File: src/rtl/video_rect_fill.sv
// rtl/video_rect_fill.sv - rectangle fill engine feeding the framebuffer write port
module video_rect_fill #(
  parameter int H_ACTIVE = 800,
  parameter int V_ACTIVE = 600,
  parameter int ADDR_W   = 20,
  parameter int COLOR_W  = 24
) (
  input  logic               clk,
  input  logic               reset,
  input  logic               cmd_valid,
  output logic               cmd_ready,
  input  logic [10:0]        cmd_x,
  input  logic [9:0]         cmd_y,
  input  logic [10:0]        cmd_w,
  input  logic [9:0]         cmd_h,
  input  logic [COLOR_W-1:0] cmd_color,
  output logic               sig_write,
  output logic [ADDR_W-1:0]  pixel,
  output logic [COLOR_W-1:0] color,
  output logic               busy,
  output logic               done
);

  typedef enum logic [1:0] {IDLE, SETUP, FILL, FINISH} state_t;

  localparam logic [11:0]       H12      = 12'(H_ACTIVE);
  localparam logic [11:0]       V12      = 12'(V_ACTIVE);
  localparam logic [ADDR_W-1:0] H_STRIDE = ADDR_W'(H_ACTIVE);

  state_t state_q, state_d;

  // Captured command fields
  logic [10:0]        x_q, x_d;
  logic [9:0]         y_q, y_d;
  logic [10:0]        w_q, w_d;
  logic [9:0]         h_q, h_d;
  logic [COLOR_W-1:0] col_q, col_d;

  // Fill walk: column/row counters and the address of the current row start
  logic [10:0]        c_q, c_d;
  logic [9:0]         r_q, r_d;
  logic [ADDR_W-1:0]  base_q, base_d;

  // Registered outputs
  logic               ready_q, ready_d;
  logic               write_q, write_d;
  logic [ADDR_W-1:0]  pixel_q, pixel_d;
  logic [COLOR_W-1:0] color_q, color_d;
  logic               busy_q, busy_d;
  logic               done_q, done_d;

  // Clipping in 12 bits so that the subtractions and compares never wrap
  logic [11:0]       x12, y12, w12, h12, room_w, room_h, cw12, ch12;
  logic              empty, last_col, last_row, accept;
  logic [ADDR_W-1:0] row_base;

  assign accept   = cmd_valid && ready_q;
  assign x12      = {1'b0, x_q};
  assign y12      = {2'b0, y_q};
  assign w12      = {1'b0, w_q};
  assign h12      = {2'b0, h_q};
  assign room_w   = H12 - x12;
  assign room_h   = V12 - y12;
  assign empty    = (x12 >= H12) || (y12 >= V12) || (w12 == 12'd0) || (h12 == 12'd0);
  assign cw12     = (w12 < room_w) ? w12 : room_w;
  assign ch12     = (h12 < room_h) ? h12 : room_h;
  assign last_col = ({1'b0, c_q} == cw12 - 12'd1);
  assign last_row = ({2'b0, r_q} == ch12 - 12'd1);
  // Only used in SETUP; the fill loop itself advances by adding the stride
  assign row_base = ADDR_W'(y_q) * H_STRIDE + ADDR_W'(x_q);

  // State and all registered values; reset abandons any fill immediately
  always_ff @(posedge clk or posedge reset) begin
    if (reset) begin
      state_q <= IDLE;
      x_q     <= '0;
      y_q     <= '0;
      w_q     <= '0;
      h_q     <= '0;
      col_q   <= '0;
      c_q     <= '0;
      r_q     <= '0;
      base_q  <= '0;
      ready_q <= 1'b0;
      write_q <= 1'b0;
      pixel_q <= '0;
      color_q <= '0;
      busy_q  <= 1'b0;
      done_q  <= 1'b0;
    end else begin
      state_q <= state_d;
      x_q     <= x_d;
      y_q     <= y_d;
      w_q     <= w_d;
      h_q     <= h_d;
      col_q   <= col_d;
      c_q     <= c_d;
      r_q     <= r_d;
      base_q  <= base_d;
      ready_q <= ready_d;
      write_q <= write_d;
      pixel_q <= pixel_d;
      color_q <= color_d;
      busy_q  <= busy_d;
      done_q  <= done_d;
    end
  end

  // Next-state: IDLE -> SETUP -> FILL (skipped when clipped empty) -> FINISH -> IDLE
  always_comb begin
    state_d = state_q;
    case (state_q)
      IDLE:    if (accept) state_d = SETUP;
      SETUP:   state_d = empty ? FINISH : FILL;
      FILL:    if (last_col && last_row) state_d = FINISH;
      FINISH:  state_d = IDLE;
      default: state_d = IDLE;
    endcase
  end

  // Datapath and output next values; outputs are decoded from the next state so they stay registered
  always_comb begin
    x_d     = x_q;
    y_d     = y_q;
    w_d     = w_q;
    h_d     = h_q;
    col_d   = col_q;
    c_d     = c_q;
    r_d     = r_q;
    base_d  = base_q;
    pixel_d = pixel_q;
    color_d = color_q;

    case (state_q)
      IDLE: begin
        if (accept) begin
          x_d   = cmd_x;
          y_d   = cmd_y;
          w_d   = cmd_w;
          h_d   = cmd_h;
          col_d = cmd_color;
        end
      end
      SETUP: begin
        if (!empty) begin
          c_d     = '0;
          r_d     = '0;
          base_d  = row_base;
          pixel_d = row_base;
          color_d = col_q;
        end
      end
      FILL: begin
        if (!last_col) begin
          c_d     = c_q + 11'd1;
          pixel_d = pixel_q + ADDR_W'(1);
        end else if (!last_row) begin
          c_d     = '0;
          r_d     = r_q + 10'd1;
          base_d  = base_q + H_STRIDE;
          pixel_d = base_q + H_STRIDE;
        end
      end
      default: ;
    endcase

    ready_d = (state_d == IDLE);
    write_d = (state_d == FILL);
    busy_d  = (state_d != IDLE);
    done_d  = (state_d == FINISH);
  end

  assign cmd_ready = ready_q;
  assign sig_write = write_q;
  assign pixel     = pixel_q;
  assign color     = color_q;
  assign busy      = busy_q;
  assign done      = done_q;

endmodule

File: config.mk
export PLATFORM = sky130hd
export DESIGN_NAME = video_rect_fill
export DESIGN_NICKNAME = d
export VERILOG_FILES = /design/src/rtl/video_rect_fill.sv
export SDC_FILE = /design/constraint.sdc
export NUM_CORES = 1
export LEC_CHECK = 0
export BUFFER_PORTS_ARGS = -buffer_cell sky130_fd_sc_hd__buf_2
export CAP_MARGIN = 40
export CORE_UTILIZATION = 50
export CTS_CLUSTER_DIAMETER = 150
export DETAILED_ROUTE_END_ITERATION = 8
export GPL_TIMING_DRIVEN = 0
export PLACE_DENSITY = 0.8
export SYNTH_ARGS = -nofsm -noshare
export SYNTH_HDL_FRONTEND = slang
export SYNTH_SLANG_ARGS = --single-unit
export TNS_END_PERCENT = 50
File: constraint.sdc
create_clock -name clk -period 8.23 [get_ports clk]
set_input_delay 0.4115 -clock clk [delete_from_list [all_inputs] [get_ports clk]]
set_output_delay 0.4115 -clock clk [all_outputs]
set_load 0.01 [all_outputs]
# Word-level counts from Yosys, hierarchy flattened
# Index checks and enable logic that the tools add are counted.
# word_totals
input_bits,69
mem_count,0
ramBits,0
romBits,0
latchBits,0
register_bits,157
word_cells,76
# op_classes
addsub,9
div,0
order_cmp,4
n_shift,0
reduce_logical,15
mux,20
n_mul,1
n_eq_ne,11
bitwise_logic,1
# ops
operator,n
2-to-1 mux 20 bit,4
one-hot mux 20 bit (2 select lines),2
2-to-1 mux 11 bit,3
2-to-1 mux 10 bit,3
logical NOT 12 bit,2
2-to-1 mux 12 bit,2
"subtractor 12 x 1 -> 12 bit, second input constant",2
one-hot mux 11 bit (2 select lines),1
"adder 20 x 1 -> 20 bit, second input constant",1
"adder 20 x 10 -> 20 bit, second input constant",1
adder 20 x 11 -> 20 bit,1
one-hot mux 10 bit (2 select lines),1
"multiplier 10 x 5 -> 15 bit, second input constant",1
equality test 10 x 12 -> 1 bit,1
equality test 11 x 12 -> 1 bit,1
less-than comparator 10 x 12 -> 1 bit,1
less-than comparator 11 x 12 -> 1 bit,1
"subtractor 10 x 11 -> 12 bit, first input constant",1
"adder 11 x 1 -> 11 bit, second input constant",1
">= comparator 11 x 10 -> 1 bit, second input constant",1
"subtractor 10 x 10 -> 11 bit, first input constant",1
"adder 10 x 1 -> 10 bit, second input constant",1
">= comparator 10 bit, second input constant",1
"equality test 2 bit, second input constant",4
14 further kinds,23

# Longest topological paths before layout
# depth
ltp_word,9
depth_mapped,30

# Worst setup path after synthesis
# OpenSTA, ideal clock, no wires.
# synth_timing
path_kind,reg2reg
startpoint,reg y_q[1]
endpoint,reg c_q[4]
setup_slack_ps,1984
arrival_time_ps,6145
setup_time_ps,101
path_stages_with_launch,30
period_less_slack_ps,6246
path_buffers,3
cell_sequence,dfrtp_1 inv_1 ha_1 nand4b_1 and4_1 or2_2 inv_1 ha_1 a21oi_1 o21a_1 o31ai_1 maj3_2 a21oi_2 buf_2 buf_2 nor2_1 a21oi_1 ha_1 nand2_1 or3_1 nor2_1 xnor2_1 or3b_2 a22o_1 a2111o_1 or3_4 o21ai_4 buf_4 nor2_1 nor4_1
# synth_between
elab_chain_cells,7
elab_cells_between_ends,12
# synth_lines
item,line,source
from (decl),34,"logic [9:0] y_q, y_d;"
from (signal assigned),93,y_q <= y_d;
subtractor 10 x 10 -> 11 bit,63,assign room_h = V12 - y12;
less-than comparator 10 x 12 -> 1 bit,66,assign ch12 = (h12 < room_h) ? h12 : room_h;
2-to-1 mux 12 bit,66,
subtractor 12 x 1 -> 12 bit,68,"assign last_row = ({2'b0, r_q} == ch12 - 12'd1);"
equality test 10 x 12 -> 1 bit,68,
!= test 3 bit (no source line),--,
AND reduction 3 bit (no source line) (*),--,
to (signal assigned),81,c_q <= '0;
to (signal assigned),97,c_q <= c_d;
to (decl),40,"logic [10:0] c_q, c_d;"
# Every way passes the cells marked *; elsewhere a longest branch is shown, timed or not.
# A chain may end at the register's enable or synchronous reset.

# Final worst setup path
# layout_timing
startpoint,reg x_q[0]
endpoint,"reg pixel_q[16], in the netlist pixel[16]"
# layout_between
elab_chain_cells,7
elab_cells_between_ends,16
# layout_lines
item,line,source
from (decl),33,"logic [10:0] x_q, x_d;"
from (signal assigned),76,x_q <= '0;
from (signal assigned),92,x_q <= x_d;
subtractor 10 x 11 -> 12 bit,62,assign room_w = H12 - x12;
less-than comparator 11 x 12 -> 1 bit,65,assign cw12 = (w12 < room_w) ? w12 : room_w;
2-to-1 mux 12 bit,65,
subtractor 12 x 1 -> 12 bit,67,"assign last_col = ({1'b0, c_q} == cw12 - 12'd1);"
equality test 11 x 12 -> 1 bit,67,
!= test 3 bit (no source line) / 2-to-1 mux 20 bit (equally long branches),--,
AND reduction 3 bit (no source line) / one-hot mux 20 bit (2 select lines) (equally long branches),--,
to (signal assigned),102,pixel_q <= pixel_d;
to (decl),47,"logic [ADDR_W-1:0] pixel_q, pixel_d;"
# Parallel ways exist; a longest one is shown, timed or not. The select of a mux whose other input is x is not followed.

==> summary.md <==
The run finished, with violations left. The final reports fail on DRC. The finished cells cover 12800 sq um. In this run the worst path has a maximum fanout of 10. The run gives 117 as the number of placed I/O pins. Among all flip-flop cells after synthesis, the most frequent one is sky130_fd_sc_hd__dfrtp_1. The post-synthesis area per instance is 9.40 sq um. Including well taps, the total number of placed cells is 1594. The critical path runs through a total of 25 cells. Static timing analysis puts the maximum clock frequency at 0.130 GHz. The run gives 0 as the final count of pins violating max slew. The clock tree synthesis step divided the H-tree into 4 levels.

The fraction of registers with async set/reset is 1.00, and the clock sink count is 157. On the worst path, the slowest cell contributes a delay of 690 ps. The tools report the total track usage as 0.264. The critical path ends at pixel[16]. The net count of the finished layout is 1487. Final critical path time including I/O delays and setup: 7680 ps.

Most common library cell in the layout ignoring fill and taps: sky130_fd_sc_hd__dfrtp_1. The run gives 10.1 ps as the largest clock skew in the final design. The root buffer cell chosen for the clock tree is sky130_fd_sc_hd__clkbuf_16. Initial antenna violation count: 0. The detail route stage leaves a number of antenna-violating nets equal to 0. The post-route core utilization is 0.584.

TritonCTS built the clock tree. The clock reaches the later pin of the worst-skew pair after 440 ps. In this run, synthesis inferred 0 flip-flops with an integrated enable.

The tools report the type of element capturing the critical path as a register. Ranked by total cell area, the synthesized netlist is headed by sky130_fd_sc_hd__dfrtp_1 35%, sky130_fd_sc_hd__mux2_2 9.7%, sky130_fd_sc_hd__ha_1 8.8%. The core outline area came out at 22000 sq um.

The first global-routing pass estimated 49600 um of wire. Data arrival at the endpoint of the critical path: 8000 ps. The top cell types in the final layout, fill and taps aside, are 157 x sky130_fd_sc_hd__dfrtp_1, 124 x sky130_fd_sc_hd__buf_2, 103 x sky130_fd_sc_hd__nand2_1.

The number of max-capacitance violations reported was 0; the fraction of layout instances using a drive strength above 1 was 0.212. In this run, the number of DRC markers left after iteration 0 of detailed routing was 1031. The origin of the critical flop-to-flop path is x_q[0]. The slowest stage of the critical path belongs to the cell sky130_fd_sc_hd__or4b_2. The post-CTS clock slew at the launch and capture registers of the worst setup and hold paths came out at 70 ps. Setup violations remaining at the end of the flow were counted as 0.

The placed cell area came out at 12200 sq um. The fraction of post-synthesis cell area in the top cell type by area works out to 0.350. Buffers added to address setup during post-CTS repair amount to 0. The relative max-transition margin came out at 0.383. The worst setup path is launched from a register. The worst register-to-register path ends at pixel[16]. Cell repeated most along the worst path: sky130_fd_sc_hd__a21oi_1. In the routed design, unresolved DRC markers number 13. The tools report the full die area as 23100 sq um.

The sequential element share of the synthesized area is 0.350. Grouping stages by cell kind, the critical path spends the most delay in compound AO/OA/AOI/OAI gates. Entering global routing, the biggest net connects 81 pins. The most critical setup path has its startpoint at x_q[0]. The die is 152 um tall. The die span in x was 152 um. The Yosys step of the flow raised 0 warnings. Setup repair after global routing left no endpoint under its margin.

Post-synth design cell area: 11200 sq um. From synthesis to final layout, the design area changed by 14.1%. The worst-margin pin slew was 923 ps; the number of standard-cell rows in the floorplan was 54.

The average wire per standard cell works out to 18.5 um. The via count is 9784. The tools report the number of global-route vias before repair as 9598.

For this run the aggregate overflow at the end of global routing stands at 0. The port buffer count was 116; the HPWL reported at the end of detailed placement was 22200 um. Counting the fill cells in the layout gives 1884. The run gives 1350 as the post-synthesis net count. The routed design has 30100 um of wire. After synthesis the netlist holds a flip-flop and latch count of 157. Counting both buffers and inverters, the worst setup path holds a total of 3. The final cycle utilization of the critical path is 0.934, and the via density per instance is 6.02.

For this run, the detailed router's first-pass iteration total came to 9. The worst setup path is of the register to register kind. The internal reg-to-reg setup slack came out at 550 ps.

The biggest area contributor in the post-synthesis netlist is sky130_fd_sc_hd__dfrtp_1. In the synthesized netlist, the number of instances is 1196. Unique cell type count in the Yosys netlist: 94. 0 antenna diodes ended up in the layout.

The initial core utilization came out at 0.512. Setup total negative slack on the finished layout was measured at 0 ps. The final-report hold violation count is 0.

Worst hold-check path type: input pin to async pin. The logs give 1626 for the final instance count without filler cells and 17 for the CTS buffer count. The logs give 8550 ps for the critical path data required time and 0.939 for the final weighted congestion in routability-driven placement.

The depth of the worst register-to-register path was 25. The maximum buffer depth of the clock tree is 2.
-- state kept, by name, summed over array words and instances (netlist names), 10 cells and up --
| register | flops |
|---|---|
| color | 24 |
| w_q | 11 |
| y_q | 10 |
| base_q | 20 |
| c_q | 11 |
| x_q | 11 |
| col_q | 24 |
| pixel | 20 |
| r_q | 10 |
| h_q | 10 |
-- routing by layer --
| layer | part of all wire | track usage |
|---|---|---|
| met2 | 0.46 | 0.427 |
| met5 | 0 | 0 |
| met4 | 0.022 | 0.0909 |
| met3 | 0.080 | 0.0471 |
| met1 | 0.44 | 0.358 |
-- worst min path at each step --
stage | depth (start not counted) | end | start
after global placement | 2 | base_q[4] | base_q[4]
after global routing | 2 | col_q[11] | reset
after CTS | 2 | col_q[18] | reset
after floorplan | 2 | base_q[1] | base_q[1]
final | 2 | color[18] | reset
after detailed placement | 2 | base_q[4] | base_q[4]
-- cell families (layout without fill, tap and decap cells) --
group,count (synthesis),after routing,share of synthesized area
flip-flops,157,157,0.350
AO/OA/AOI/OAI,270,270,0.163
adder cells (fa/ha/maj),87,87,0.101
AND/OR/NAND/NOR,354,354,0.158
buffers and inverters,126,276,0.0450
XOR/XNOR,91,91,0.0721
multiplexers,111,111,0.111
-- per-stage QoR --
step	hold WS, ps	worst slack [ps]
after floorplan	448	1980
after global placement	463	763
after detailed placement	471	704
after CTS	138	660
after global routing	198	6.89
final	106	546
-- synth_stat cells, types with 12 or more instances --
cell type,number
sky130_fd_sc_hd__nor2_1,83
sky130_fd_sc_hd__a31oi_1,17
sky130_fd_sc_hd__dfrtp_1,157
sky130_fd_sc_hd__xor2_1,38
sky130_fd_sc_hd__a21o_1,14
sky130_fd_sc_hd__o21ai_0,45
sky130_fd_sc_hd__nand3_1,36
sky130_fd_sc_hd__clkbuf_1,35
sky130_fd_sc_hd__ha_1,79
sky130_fd_sc_hd__nand4_1,12
sky130_fd_sc_hd__o31ai_1,15
sky130_fd_sc_hd__o211ai_1,18
sky130_fd_sc_hd__nor3_1,18
sky130_fd_sc_hd__inv_1,77
sky130_fd_sc_hd__mux2_2,97
sky130_fd_sc_hd__and3_1,12
sky130_fd_sc_hd__nand2_1,103
sky130_fd_sc_hd__xnor2_1,52
sky130_fd_sc_hd__nand2b_1,12
sky130_fd_sc_hd__a21oi_1,75
-- what timing repair did --
item / in CTS / in global routing
endpoints found under the setup margin: 0 / 3
hold endpoints to repair: 0 / 0
hold buffers: 0 / 0
gates resized for setup: 0 / 2
-- area by class of cell --
| type | instances | area (sq um) | area share |
|---|---|---|---|
| flip-flops and latches | 157 | 3930 | 0.306 |
| clock inverters | 14 | 183 | 0.0142 |
| repair buffers | 118 | 616 | 0.0480 |
| clock buffers | 18 | 429 | 0.0335 |
| plain buffers | 48 | 214 | 0.0167 |
| inverters | 78 | 298 | 0.0232 |
| multi-input cells | 913 | 6800 | 0.531 |
| well taps | 280 | 350 | 0.0273 |
Power is left out: the tool's default activity adds up to more than one toggle a clock period on the data nets, which glitch-free logic cannot reach.
